<file path="src/rtl/gcd_host_sequencer_if.sv">
// Operand, result and engine-side signals of the GCD host sequencer.
// master = sequencer side, slave = the surrounding system (source, sink and engine).
interface gcd_host_sequencer_if #(
    parameter int WIDTH = 16
);
    logic             in_valid;
    logic             in_ready;
    logic [WIDTH-1:0] in_a;
    logic [WIDTH-1:0] in_b;
    logic             res_valid;
    logic             res_ready;
    logic [WIDTH-1:0] res_gcd;
    logic             res_err;
    logic             eng_start;
    logic [WIDTH-1:0] eng_data;
    logic             eng_done;
    logic [WIDTH-1:0] eng_gcd;

    modport master (
        input  in_valid, in_a, in_b, res_ready, eng_done, eng_gcd,
        output in_ready, res_valid, res_gcd, res_err, eng_start, eng_data
    );

    modport slave (
        output in_valid, in_a, in_b, res_ready, eng_done, eng_gcd,
        input  in_ready, res_valid, res_gcd, res_err, eng_start, eng_data
    );
endinterface

</file>
<file path="src/rtl/gcd_host_sequencer.sv">
// Drives the subtraction GCD engine for one operand pair at a time; result 5 cycles after accept at best, 1 for zero operands.
// in_ready only in IDLE; result is held in RESP until res_ready, with a watchdog error if the engine never finishes.
module gcd_host_sequencer #(
    parameter int WIDTH = 16,
    parameter int TO_W  = 18
) (
    input  logic                 clk,
    input  logic                 rst_n,
    gcd_host_sequencer_if.master bus
);
    typedef enum logic [2:0] {IDLE, LOAD_A, LOAD_B, WAIT, RESP} state_t;

    localparam logic [TO_W-1:0] WD_LAST = {{(TO_W-1){1'b1}}, 1'b0};

    state_t           state;
    logic [WIDTH-1:0] b_q;
    logic [TO_W-1:0]  wd;

    always_ff @(posedge clk or negedge rst_n) begin
        if (!rst_n) begin
            state         <= IDLE;
            b_q           <= '0;
            wd            <= '0;
            bus.in_ready  <= 1'b1;
            bus.res_valid <= 1'b0;
            bus.res_gcd   <= '0;
            bus.res_err   <= 1'b0;
            bus.eng_start <= 1'b0;
            bus.eng_data  <= '0;
        end else begin
            unique case (state)
                IDLE: begin
                    if (bus.in_valid) begin
                        b_q          <= bus.in_b;
                        bus.in_ready <= 1'b0;
                        if (bus.in_a == '0 || bus.in_b == '0) begin
                            state         <= RESP;
                            bus.res_gcd   <= bus.in_a | bus.in_b;
                            bus.res_err   <= 1'b0;
                            bus.res_valid <= 1'b1;
                        end else begin
                            state         <= LOAD_A;
                            bus.eng_start <= 1'b1;
                            bus.eng_data  <= bus.in_a;
                        end
                    end
                end
                LOAD_A: begin
                    state         <= LOAD_B;
                    bus.eng_start <= 1'b0;
                    bus.eng_data  <= b_q;
                end
                LOAD_B: begin
                    state <= WAIT;
                    wd    <= '0;
                end
                WAIT: begin
                    wd <= wd + 1'b1;
                    // wd==0 marks the first WAIT cycle, where done may still be left over from the previous pair
                    if (wd != '0 && bus.eng_done) begin
                        state         <= RESP;
                        bus.res_gcd   <= bus.eng_gcd;
                        bus.res_err   <= 1'b0;
                        bus.res_valid <= 1'b1;
                        bus.eng_data  <= '0;
                    end else if (wd == WD_LAST) begin
                        state         <= RESP;
                        bus.res_gcd   <= '0;
                        bus.res_err   <= 1'b1;
                        bus.res_valid <= 1'b1;
                        bus.eng_data  <= '0;
                    end
                end
                RESP: begin
                    if (bus.res_ready) begin
                        state         <= IDLE;
                        bus.res_valid <= 1'b0;
                        bus.in_ready  <= 1'b1;
                    end
                end
                default: state <= IDLE;
            endcase
        end
    end
endmodule

</file>
<file path="src/flat_wrapper.sv">
// flat-port wrapper written by rule: the top's interface ports become plain ports
module gcd_host_sequencer_flat 
#(
    parameter int WIDTH = 16,
    parameter int TO_W  = 18
)
  (clk, rst_n, bus_in_valid, bus_in_a, bus_in_b, bus_res_ready, bus_eng_done, bus_eng_gcd, bus_in_ready, bus_res_valid, bus_res_gcd, bus_res_err, bus_eng_start, bus_eng_data);
  gcd_host_sequencer_if #(.WIDTH(WIDTH)) bus_i ();
  input  logic clk;
  input  logic rst_n;
  input wire logic [$bits(bus_i.in_valid)-1:0] bus_in_valid;
  input wire logic [$bits(bus_i.in_a)-1:0] bus_in_a;
  input wire logic [$bits(bus_i.in_b)-1:0] bus_in_b;
  input wire logic [$bits(bus_i.res_ready)-1:0] bus_res_ready;
  input wire logic [$bits(bus_i.eng_done)-1:0] bus_eng_done;
  input wire logic [$bits(bus_i.eng_gcd)-1:0] bus_eng_gcd;
  output wire logic [$bits(bus_i.in_ready)-1:0] bus_in_ready;
  output wire logic [$bits(bus_i.res_valid)-1:0] bus_res_valid;
  output wire logic [$bits(bus_i.res_gcd)-1:0] bus_res_gcd;
  output wire logic [$bits(bus_i.res_err)-1:0] bus_res_err;
  output wire logic [$bits(bus_i.eng_start)-1:0] bus_eng_start;
  output wire logic [$bits(bus_i.eng_data)-1:0] bus_eng_data;
  assign bus_i.in_valid = bus_in_valid;
  assign bus_i.in_a = bus_in_a;
  assign bus_i.in_b = bus_in_b;
  assign bus_i.res_ready = bus_res_ready;
  assign bus_i.eng_done = bus_eng_done;
  assign bus_i.eng_gcd = bus_eng_gcd;
  assign bus_in_ready = bus_i.in_ready;
  assign bus_res_valid = bus_i.res_valid;
  assign bus_res_gcd = bus_i.res_gcd;
  assign bus_res_err = bus_i.res_err;
  assign bus_eng_start = bus_i.eng_start;
  assign bus_eng_data = bus_i.eng_data;
  gcd_host_sequencer #(.WIDTH(WIDTH), .TO_W(TO_W)) u_core (.clk(clk), .rst_n(rst_n), .bus(bus_i));
endmodule
</file>
<file path="config.mk">
export PLATFORM = sky130hd
export DESIGN_NAME = gcd_host_sequencer_flat
export DESIGN_NICKNAME = d
export VERILOG_FILES = /design/src/rtl/gcd_host_sequencer_if.sv /design/src/rtl/gcd_host_sequencer.sv /design/src/flat_wrapper.sv
export SDC_FILE = /design/constraint.sdc
export NUM_CORES = 1
export LEC_CHECK = 0
export CAP_MARGIN = 20
export CORE_AREA = 3 3 89 154
export CTS_CLUSTER_DIAMETER = 40
export DETAILED_ROUTE_END_ITERATION = 6
export DIE_AREA = 0 0 92 157
export PLACE_DENSITY = 0.51
export RECOVER_POWER = 50
export SETUP_SLACK_MARGIN = 0.05
export SLEW_MARGIN = 10
export SYNTH_ARGS = -nofsm -noshare
export SYNTH_HDL_FRONTEND = slang
export SYNTH_SLANG_ARGS = --single-unit
</file>
<file path="constraint.sdc">
create_clock -name clk -period 5.2 [get_ports clk]
set_input_delay 1.56 -clock clk [delete_from_list [all_inputs] [get_ports clk]]
set_output_delay 1.56 -clock clk [all_outputs]
set_load 0.02 [all_outputs]
</file>
==> impl_metrics.env <==
export IMPL_final_util_pct=40.7
export IMPL_slew_violations=74
export IMPL_antenna_cells=0
export IMPL_drc=0
export IMPL_syn_inst=384
export IMPL_synth_top_cell_area_share_pct=48.2
export IMPL_dr_first_iter_drc_count=201
export IMPL_antenna_found_initial=0
export IMPL_dr_pass1_iters=5
export IMPL_yosys_register_bits=73
export IMPL_ys_seq_area_share_pct=48.9
export IMPL_cts_sinks=73
export IMPL_drive_gt1_share_pct=12.6
export IMPL_cp_max_fo=18
export IMPL_end_kind="register"
export IMPL_cts_buffers=9
export IMPL_io_buffers=88
export IMPL_violations="capacitance limit, slew limit"
export IMPL_grtUsageTotal_pct=17.4
export IMPL_clkTransAtPathRegs_ps=50
export IMPL_final_nets=526
export IMPL_overflow=0
export IMPL_path_class="in -> reg"
export IMPL_outcome="complete, but fails checks"
export IMPL_rsz0062_at_grt="no"
export IMPL_htreeDepth=3
export IMPL_hold_viol_final=0
export IMPL_slew_headroom_pct=-25.9
export IMPL_synthFlopType="dfrtp_1"
export IMPL_setup_viol=0
export IMPL_worstPathArrival_ps=3790
export IMPL_power_leakage_uw=0.00212
export IMPL_ant_nets=0
export IMPL_postCtsHoldBufs=0
export IMPL_wl_um=12200
export IMPL_grt_pass1_vias=3411
export IMPL_grt_pass1_wl_um=19200
export IMPL_finalClockSkew_ps=8.46
export IMPL_min_period_ps=3570
export IMPL_syn_area_per_cell_um2=9.74
export IMPL_die_w_um=92
export IMPL_start_util_pct=29.8
export IMPL_worstSetupStartpointType="input port"
export IMPL_core_area_um2=12600
export IMPL_gp_congestion=0.876
export IMPL_cts_repair_resized=0
export IMPL_num_rows=54
export IMPL_cts_path_max_buffers=2
export IMPL_tritoncts="built"
export IMPL_min_path_cells=1
export IMPL_critPathRequiredTime_ps=5430
export IMPL_syn_area_um2=3740
export IMPL_yosysUniqueCellTypes=44
export IMPL_mostFrequentLayoutCell="clkdlybuf4s50_1"
export IMPL_yosys_warnings=0
export IMPL_finalCritPeriodShare_pct=68.6
export IMPL_synthArstFlopShare_pct=100
export IMPL_ir_drop_v=0.000244
export IMPL_wl_per_cell_um=19.0
export IMPL_routed_via_density=5.12
export IMPL_root_buffer="clkbuf_16"
export IMPL_hold_ws_ps=504
export IMPL_num_io_pins=89
export IMPL_clock_latency_ps=340
export IMPL_power_density_nw_per_um2=611
export IMPL_fmaxAchievable_mhz=280
export IMPL_ff2ff_path_depth=6
export IMPL_die_area_um2=14400
export IMPL_maxCapViolCount=1
export IMPL_worst_pin_slew_ps=1890
export IMPL_syn_to_final_growth_pct=36.9
export IMPL_post_cts_buffers=0
export IMPL_chipHeight_um=157
export IMPL_synth_area_leader_cell="dfrtp_1"
export IMPL_hpwlAfterDp_um=9220
export IMPL_final_cell_mix="clkdlybuf4s50_1 (85), dfrtp_1 (72), nand2_1 (49)"
export IMPL_synth_area_top_cells="dfrtp_1 (48%), mux2_2 (6.6%), nand2_1 (4.9%)"
export IMPL_hold_class="reg -> reg"
export IMPL_setup_tns_final_ps=0
export IMPL_synth_edff_count=0
export IMPL_vias=3294
export IMPL_grt_max_degree=74
export IMPL_syn_num_nets=440
cells by family (layout without fill, tap and decap cells):
family	count (synthesis)	count (layout)	share of synthesized area (%)
DFF	73	73	48.9
adders and majority gates	3	3	1.00
AOI/OAI and AO/OA	79	79	14.1
buffers and inverters	45	136	4.82
and+or+nand+nor	144	144	18.4
muxes	40	40	12.8
synthesized netlist by cell type (8+ instances only):
cell / n
inv_1: 23
mux2_4: 10
dfrtp_1: 72
nor2_1: 34
mux2i_1: 8
o21ai_0: 32
o32ai_1: 16
nor3_1: 18
mux2_2: 22
clkbuf_1: 17
nor4_1: 15
a21oi_1: 11
nand3_1: 8
nand2_1: 49
power by group:
group | leakage (µW) | switching, µW | internal, µW
logic | 0.00106 | 762 | 706
registers | 0.000910 | 189 | 801
clock network | 0.000155 | 250 | 420
worst paths after layout:
check,start,endpoint,slack (ps)
max in group asynchronous,rst_n,u_core.b_q[3],2260
setup / recovery,bus_in_valid,u_core.bus.res_gcd[9],1630
hold reg to reg,u_core.bus.res_err,u_core.bus.res_err,500
hold / removal,u_core.bus.res_err,u_core.bus.res_err,500
min in group asynchronous,rst_n,u_core.bus.res_gcd[9],1820
setup reg to reg,u_core.state[1],u_core.wd[15],1940
critical path, cell delays in order:
cell and delay (ps):
dlygate4sd3_1 630, nor4b_4 230, buf_4 300, a21boi_0 300
o21bai_1 230, buf_4 250, o32ai_1 290
sequential cells by signal (all words and copies together) (netlist names):
| name | count |
|---|---|
| u_core.bus.eng_start | 1 |
| u_core.wd | 18 |
| u_core.b_q | 16 |
| u_core.bus.in_ready | 1 |
| u_core.bus.res_valid | 1 |
| u_core.bus.res_gcd | 16 |
| u_core.state | 3 |
| u_core.bus.res_err | 1 |
| u_core.bus.eng_data | 16 |
area by class of cell:
cell class | count | area [µm²]
timing repair buffer | 96 | 930
multi-input combinational | 266 | 1740
fill | 1268 | 7450
inverter | 24 | 90.1
clock buffer | 9 | 225
clock inverter | 7 | 95.1
sequential | 73 | 1830
tap | 168 | 210
per-stage QoR:
stage	worst slack [ps]	total power, µW	std cells	area [µm²]
after global placement	1230	2450	626	4800
final	1630	3130	643	5120
after detailed placement	1270	2490	627	4800
after global routing	1400	3320	643	5120
after floorplan	1810	1890	384	3740
after CTS	1640	3160	643	5120
layer usage:
| layer | track usage (%) | up-vias | wire length (µm) |
|---|---|---|---|
| met5 | 0 | - | 0 |
| met4 | 8.50 | 0 | 447 |
| met3 | 2.97 | 29 | 486 |
| met2 | 31.5 | 102 | 6580 |
| met1 | 19.6 | 1615 | 4680 |
| li1 | - | 1548 | - |
No activity file was read; power rests on OpenSTA's default activity.
